$ cat src/rtl/stream_conv_pkg.sv
// Shared definitions for the stream_conv3x3 pixel pipeline: mode encodings,
// accumulator width derivation and unsigned output saturation.
package stream_conv_pkg;

    localparam logic [1:0] MODE_PASS = 2'b00;
    localparam logic [1:0] MODE_INV  = 2'b01;
    localparam logic [1:0] MODE_CONV = 2'b10;
    localparam logic [1:0] MODE_THR  = 2'b11;

    // Nine products of a zero-extended pixel and a signed coefficient, plus sign headroom.
    function automatic int acc_width(input int data_w, input int coef_w);
        acc_width = data_w + coef_w + 5;
    endfunction

    // Clamp a signed value into the unsigned range [0, 2^w-1].
    function automatic logic [63:0] sat_unsigned(input logic signed [63:0] v, input int w);
        logic signed [63:0] max_v;
        max_v = (64'sd1 <<< w) - 64'sd1;
        if (v < 64'sd0) begin
            sat_unsigned = 64'd0;
        end else if (v > max_v) begin
            sat_unsigned = $unsigned(max_v);
        end else begin
            sat_unsigned = $unsigned(v);
        end
    endfunction

endpackage

$ cat src/rtl/conv_window3x3.sv
// Two raster line buffers, a 3x3 sliding window and the col/row frame position.
// The exported taps are the window as it will look after the current accept.
module conv_window3x3
    import stream_conv_pkg::*;
#(
    parameter int DATA_W = 8,
    parameter int IMG_W  = 32,
    parameter int IMG_H  = 32
) (
    input  logic                  clk,
    input  logic                  rstn,
    input  logic                  accept,
    input  logic [DATA_W-1:0]     in_data,
    output logic [9*DATA_W-1:0]   taps,
    output logic                  interior,
    output logic                  first,
    output logic                  frame_done,
    output logic                  busy
);

    localparam int COL_W = (IMG_W > 1) ? $clog2(IMG_W) : 1;
    localparam int ROW_W = (IMG_H > 1) ? $clog2(IMG_H) : 1;

    logic [COL_W-1:0]  col_q, col_d;
    logic [ROW_W-1:0]  row_q, row_d;
    logic              frame_done_q, frame_done_d;
    logic              busy_q, busy_d;
    logic [DATA_W-1:0] lb1_q [IMG_W];
    logic [DATA_W-1:0] lb2_q [IMG_W];
    logic [DATA_W-1:0] win_q [3][3];
    logic [DATA_W-1:0] win_d [3][3];
    logic [DATA_W-1:0] new_col_s [3];
    logic              last_col_s, last_row_s;

    // Incoming column: oldest line on top, live pixel at the bottom.
    always_comb begin
        new_col_s[0] = lb2_q[col_q];
        new_col_s[1] = lb1_q[col_q];
        new_col_s[2] = in_data;
    end

    // Position counters, frame-done pulse and window shift.
    always_comb begin
        last_col_s   = (col_q == COL_W'(IMG_W - 1));
        last_row_s   = (row_q == ROW_W'(IMG_H - 1));
        col_d        = col_q;
        row_d        = row_q;
        frame_done_d = 1'b0;
        win_d        = win_q;
        if (accept) begin
            if (last_col_s) begin
                col_d = {COL_W{1'b0}};
                if (last_row_s) begin
                    row_d = {ROW_W{1'b0}};
                end else begin
                    row_d = row_q + ROW_W'(1);
                end
            end else begin
                col_d = col_q + COL_W'(1);
                row_d = row_q;
            end
            frame_done_d = last_col_s && last_row_s;
            for (int r = 0; r < 3; r++) begin
                win_d[r][0] = win_q[r][1];
                win_d[r][1] = win_q[r][2];
                win_d[r][2] = new_col_s[r];
            end
        end else begin
            frame_done_d = 1'b0;
        end
        busy_d = (col_d != {COL_W{1'b0}}) || (row_d != {ROW_W{1'b0}});
    end

    // Taps in k-index order: i = 3*r + c, c0 oldest column.
    always_comb begin
        taps = {(9*DATA_W){1'b0}};
        for (int r = 0; r < 3; r++) begin
            taps[(3*r+0)*DATA_W +: DATA_W] = win_q[r][1];
            taps[(3*r+1)*DATA_W +: DATA_W] = win_q[r][2];
            taps[(3*r+2)*DATA_W +: DATA_W] = new_col_s[r];
        end
    end

    assign interior = (row_q >= ROW_W'(2)) && (col_q >= COL_W'(2));
    assign first    = (row_q == {ROW_W{1'b0}}) && (col_q == {COL_W{1'b0}});
    assign frame_done = frame_done_q;
    assign busy       = busy_q;

    // Control state and window registers.
    always_ff @(posedge clk) begin
        if (!rstn) begin
            col_q        <= {COL_W{1'b0}};
            row_q        <= {ROW_W{1'b0}};
            frame_done_q <= 1'b0;
            busy_q       <= 1'b0;
            for (int r = 0; r < 3; r++) begin
                for (int c = 0; c < 3; c++) begin
                    win_q[r][c] <= {DATA_W{1'b0}};
                end
            end
        end else begin
            col_q        <= col_d;
            row_q        <= row_d;
            frame_done_q <= frame_done_d;
            busy_q       <= busy_d;
            win_q        <= win_d;
        end
    end

    // Line buffers keep their contents through reset; rows 0-1 are never emitted anyway.
    always_ff @(posedge clk) begin
        if (accept) begin
            lb1_q[col_q] <= in_data;
            lb2_q[col_q] <= lb1_q[col_q];
        end
    end

endmodule

$ cat src/rtl/stream_conv3x3.sv
// Streaming 3x3 pixel processor: pass, invert or signed-kernel convolution with
// shift and saturation. Optional threshold mode under STREAM_CONV_THRESH_EN.
module stream_conv3x3
    import stream_conv_pkg::*;
#(
    parameter int DATA_W = 8,
    parameter int COEF_W = 8,
    parameter int IMG_W  = 32,
    parameter int IMG_H  = 32
) (
    input  logic                 clk,
    input  logic                 rstn,
    input  logic [DATA_W-1:0]    in_data,
    input  logic                 in_valid,
    output logic                 in_ready,
    output logic [DATA_W-1:0]    out_data,
    output logic                 out_valid,
    input  logic                 out_ready,
    input  logic [1:0]           mode,
    input  logic [9*COEF_W-1:0]  kernel,
    input  logic [3:0]           shift,
    input  logic [DATA_W-1:0]    thresh,
    output logic                 frame_done,
    output logic                 busy
);

    localparam int ACC_W = acc_width(DATA_W, COEF_W);

    logic                     accept_s;
    logic [9*DATA_W-1:0]      taps_s;
    logic                     interior_s, first_s;
    logic [1:0]               mode_q, mode_d, mode_eff_s;
    logic signed [ACC_W-1:0]  pix_ext_s, coef_ext_s, acc_s, shifted_s;
    logic signed [63:0]       wide_s;
    logic [DATA_W-1:0]        conv_pix_s, result_s;
    logic                     produce_s;
    logic                     out_valid_q, out_valid_d;
    logic [DATA_W-1:0]        out_data_q, out_data_d;

    assign in_ready  = !out_valid_q || out_ready;
    assign accept_s  = in_valid && in_ready;
    assign out_valid = out_valid_q;
    assign out_data  = out_data_q;

    conv_window3x3 #(
        .DATA_W (DATA_W),
        .IMG_W  (IMG_W),
        .IMG_H  (IMG_H)
    ) u_window (
        .clk        (clk),
        .rstn       (rstn),
        .accept     (accept_s),
        .in_data    (in_data),
        .taps       (taps_s),
        .interior   (interior_s),
        .first      (first_s),
        .frame_done (frame_done),
        .busy       (busy)
    );

    // Mode is captured with pixel (0,0); that pixel already uses the live value.
    always_comb begin
        if (first_s) begin
            mode_eff_s = mode;
        end else begin
            mode_eff_s = mode_q;
        end
        if (accept_s && first_s) begin
            mode_d = mode;
        end else begin
            mode_d = mode_q;
        end
    end

    // Signed multiply-accumulate over the window, then shift and clamp.
    always_comb begin
        acc_s      = {ACC_W{1'b0}};
        pix_ext_s  = {ACC_W{1'b0}};
        coef_ext_s = {ACC_W{1'b0}};
        for (int i = 0; i < 9; i++) begin
            pix_ext_s                = {ACC_W{1'b0}};
            pix_ext_s[DATA_W-1:0]    = taps_s[i*DATA_W +: DATA_W];
            coef_ext_s = {{(ACC_W-COEF_W){kernel[i*COEF_W + COEF_W - 1]}},
                          kernel[i*COEF_W +: COEF_W]};
            acc_s = acc_s + pix_ext_s * coef_ext_s;
        end
        shifted_s  = acc_s >>> shift;
        wide_s     = {{(64-ACC_W){shifted_s[ACC_W-1]}}, shifted_s};
        conv_pix_s = DATA_W'(sat_unsigned(wide_s, DATA_W));
    end

`ifdef STREAM_CONV_THRESH_EN
    logic [DATA_W-1:0] thr_pix_s;
    always_comb begin
        if (in_data >= thresh) begin
            thr_pix_s = {DATA_W{1'b1}};
        end else begin
            thr_pix_s = {DATA_W{1'b0}};
        end
    end
`else
    logic unused_thresh_s;
    assign unused_thresh_s = ^thresh;
`endif

    // Output value select and whether this accept emits anything.
    always_comb begin
        produce_s = 1'b1;
        case (mode_eff_s)
            MODE_PASS: result_s = in_data;
            MODE_INV:  result_s = ~in_data;
            MODE_CONV: begin
                result_s  = conv_pix_s;
                produce_s = interior_s;
            end
`ifdef STREAM_CONV_THRESH_EN
            MODE_THR:  result_s = thr_pix_s;
`else
            MODE_THR:  result_s = in_data;
`endif
            default:   result_s = in_data;
        endcase
    end

    // Single output register; an unaccepted output is held until taken.
    always_comb begin
        out_valid_d = out_valid_q;
        out_data_d  = out_data_q;
        if (accept_s) begin
            if (produce_s) begin
                out_valid_d = 1'b1;
                out_data_d  = result_s;
            end else begin
                out_valid_d = 1'b0;
            end
        end else if (out_ready) begin
            out_valid_d = 1'b0;
        end else begin
            out_valid_d = out_valid_q;
        end
    end

    // Output and mode state.
    always_ff @(posedge clk) begin
        if (!rstn) begin
            out_valid_q <= 1'b0;
            out_data_q  <= {DATA_W{1'b0}};
            mode_q      <= MODE_PASS;
        end else begin
            out_valid_q <= out_valid_d;
            out_data_q  <= out_data_d;
            mode_q      <= mode_d;
        end
    end

endmodule
$ cat config.mk
export PLATFORM = sky130hd
export DESIGN_NAME = stream_conv3x3
export DESIGN_NICKNAME = d
export VERILOG_FILES = /design/src/rtl/stream_conv_pkg.sv /design/src/rtl/conv_window3x3.sv /design/src/rtl/stream_conv3x3.sv
export SDC_FILE = /design/constraint.sdc
export NUM_CORES = 2
export LEC_CHECK = 0
export ABC_AREA = 0
export BUFFER_PORTS_ARGS = -buffer_cell sky130_fd_sc_hd__buf_4
export CAP_MARGIN = 20
export CORE_AREA = 2 2 263 265
export CTS_BUF_LIST = sky130_fd_sc_hd__clkbuf_16
export CTS_CLUSTER_DIAMETER = 80
export DETAILED_ROUTE_END_ITERATION = 7
export DIE_AREA = 0 0 265 267
export PLACE_DENSITY = 0.84
export SETUP_SLACK_MARGIN = 0.3
export SLEW_MARGIN = 20
export SYNTH_ARGS = -nofsm -noshare
export SYNTH_HDL_FRONTEND = slang
export SYNTH_SLANG_ARGS = --single-unit
$ cat constraint.sdc
create_clock -name clk -period 17.3 [get_ports clk]
set_input_delay 2.595 -clock clk [delete_from_list [all_inputs] [get_ports clk]]
set_output_delay 2.595 -clock clk [all_outputs]
set_load 0.02 [all_outputs]
==> run metrics <==
status finished clean; Global Route met2 Usage 57.81%; pin count of the biggest net entering global routing approximately 110; Worst Hold Depth 2; R2R setup slack about 4.4 ns; number of synthesized register bits about 580; Max Freq 77.32 MHz; post-CTS setup buffers 0; Setup Viol. Count Final 0; initial antenna violation count 3; RD Place Congestion around 0.94; Final Util between 70 and 80%; CTS Hold Bufs 0; vias per cell 6.381; cell mode on critical path fa_1; area of the die 70760 sq um; CTS tree done; CTS Root Cell clkbuf_16; multiplexer share of the synthesized area 6.987%; Worst path top cell family by delay adder cells; max_cap viols 0; Synth Warn # 0; nets@finish 4640; startpoint types register; asr flop ratio synth 0%; max-slew violation count 0; crit path DAT roughly 13 ns; WL/cell between 20 and 30 microns; Rows 96; Core Region 67990 sq um; Worst Setup End Kind register; vias in the first global route about 31000; Seq/Total Area, Yosys a little under two fifths; CTS Buffer Depth 3; Final Hold Fails 0; reg-to-reg critical path endpoint out_data[2]; fillers 4231; layout cell share with drive strength beyond 1 between 10% and 20%; overall routed net length approximately 120000 microns; post-DP HPWL ~83000 microns; Via Count 29300; Crit Path Class register to register; Total GRT Usage about a third; GRT met3 Usage between 5 and 6%; clock-pin slew on the worst setup and hold paths 0.06 ns; effective utilization at floorplan 66.56%; R2R depth 29; Avg Cell Area, Syn 12.69 sq um; Hold Startpoint mode_q[0]; hold worst-path end mode_q[0]; Synth Area in XOR/XNOR less than 1%; RSZ-0062 raised after global routing false; setup TNS 0 ns; Worst path max stage delay approximately 0.94 ns; period utilization about three quarters; chip height ~270 microns; clock latency on the worst-skew pair 0.67 ns; number of synthesized flops with an enable pin about 500; Mapped Area 45250 sq um; Synth Instances approximately 3600; Starting DRT DRC Count approximately 3400; clock skew around 0.044 ns; first-pass GRT wire length 182600 microns; slowest CP cell dfxtp_4; count of different cell masters after synthesis just over 80; Hold WS approximately 0.49 ns; Req. time, crit path 17.85 ns; r2r startpoint u_window.col_q[1]; complex-gate fraction of the synthesized area around 4.7%; number of buffers inserted during clock tree synthesis 60; Area growth syn-to-layout 8.187%; CP Max Fanout slightly below 60; Syn Nets between 4000 and 5000; clock sinks 583; Die X ~270 microns; GRT met1 Usage ~45%; grt peak-use layer met2; H-tree depth 2; port bufs 101; post-synthesis simple-gate area fraction a little over a tenth; antenna cells 0; drt pass-1 iters 6; Resized Gates After CTS 0; predominant post-synthesis flop cell edfxtp_1; Final Critical Period about 13 ns; post-route ant nets 0; WP buf/inv 4; detailed-route DRC error count 0; worst-margin pin slew between 0.9 and 1 ns; I/O pins 110; grt total ovfl 0; Hold Path Class register to register; main combinational cell family by area after synthesis adder cells; Adder-Cell Fraction of Synth Area 33.80%; relative slew slack between 30 and 40%
-- cells in the mapped netlist (7+ instances only) --
master	number	area (sq um)
a21boi_0	39	292.8
a21o_1	13	97.59
a21oi_1	42	210.2
a221oi_1	11	96.34
a22oi_1	64	480.5
a31oi_1	8	50.05
and2_1	393	2459
and3_1	11	68.82
buf_1	20	75.07
buf_2	8	40.04
clkbuf_1	88	330.3
dfxtp_1	71	1421
edfxtp_1	512	15370
fa_1	574	11490
ha_1	304	3804
inv_1	591	2218
mux2i_1	11	110.1
mux4_2	134	3018
nand2_1	246	923.4
nand2b_1	9	56.30
nand4_1	24	150.1
nor2_1	131	491.7
nor2b_1	42	262.8
nor3_1	21	105.1
nor3b_1	20	150.1
o211ai_1	11	82.58
o21a_1	7	52.55
o21ai_0	32	160.2
or2_2	9	56.30
xnor2_1	16	140.1
-- metal layers --
metal | vias up | routed length (microns)
li1 | 12120 | -
met1 | 14900 | 41790
met2 | 1922 | 58430
met3 | 367 | 11720
met4 | 4 | 6249
met5 | - | 27
-- final cells by class --
type,count,area (sq um),area share [%]
Clock inverter,48,371.6,0.7590
Inverter,594,2230,4.554
Clock buffer,60,1501,3.067
Timing Repair Buffer,154,1169,2.387
Tap cell,882,1104,2.254
Multi-Input combinational cell,2271,25780,52.66
Sequential cell,583,16800,34.32
-- sequential cells by signal (all words and copies together), names as in the netlist --
name	flops
u_window.lb1_q	256
u_window.lb2_q	256
u_window.taps	48
out_data	8
u_window.col_q	5
u_window.row_q	5
mode_q	2
out_valid	1
u_window.busy	1
u_window.frame_done	1
-- cell usage in the layout (no fill, tap or decap), types with 9 or more instances in the layout --
| cell type | count |
|---|---|
| a22oi_1 | 64 |
| a21o_1 | 13 |
| nor3b_1 | 18 |
| nor3_1 | 20 |
| edfxtp_1 | 512 |
| a21oi_1 | 42 |
| clkbuf_16 | 60 |
| nand4_1 | 24 |
| clkinv_1 | 11 |
| a221oi_1 | 11 |
| or2_2 | 9 |
| mux2i_1 | 11 |
| nor2b_1 | 42 |
| nand2_1 | 245 |
| nand2b_1 | 9 |
| mux4_2 | 134 |
| and3_1 | 11 |
| a21boi_0 | 39 |
| buf_4 | 153 |
| inv_1 | 608 |
| ha_1 | 304 |
| nor2_1 | 131 |
| dfxtp_1 | 69 |
| o211ai_1 | 11 |
| xnor2_1 | 16 |
| o21ai_0 | 32 |
| fa_1 | 574 |
| and2_1 | 392 |
-- through the flow --
stage               instance area, sq um  instances  setup slack [ns]
global route                       48960       4592             4.086
detailed placement                 47090       4484             4.771
CTS                                48960       4592             4.671
finish                             48960       4592             4.367
global placement                   47090       4484             4.936
floorplan                          45250       3567             6.225
-- logic make-up (layout without fill, tap and decap cells) --
kind of cell,after synthesis,after routing
buf+inv,713,856
fa+ha+maj,878,878
mux,148,148
compound gates,287,287
simple gates,933,933
flops,583,583
xor+xnor,25,25
-- worst max-delay path by stage --
stage                 startpoint     endpoint  slack (ns)  cells after the start
4_1_cts        u_window.col_q[1]  out_data[2]        4.67                     29
3_3_place_gp   u_window.col_q[1]  out_data[2]        4.94                     30
3_5_place_dp   u_window.col_q[1]  out_data[2]        4.77                     30
6_report       u_window.col_q[1]  out_data[2]        4.37                     29
5_1_grt        u_window.col_q[1]  out_data[7]        4.09                     29
2_1_floorplan  u_window.col_q[0]  out_data[2]        6.22                     30
-- worst register-to-register path: cells and delay by family (launching register included) --
kind	cells	cell delay, ns
and+or+nand+nor	3	1.44
AOI/OAI and AO/OA	9	2.42
adders and majority gates	11	5.60
buffers and inverters	4	1.46
DFF	1	0.94
xor gates and xnor gates	1	0.49
muxes	1	0.47
Power is left out: the tool's default activity adds up to more than one toggle a clock period on the data nets, which glitch-free logic cannot reach.
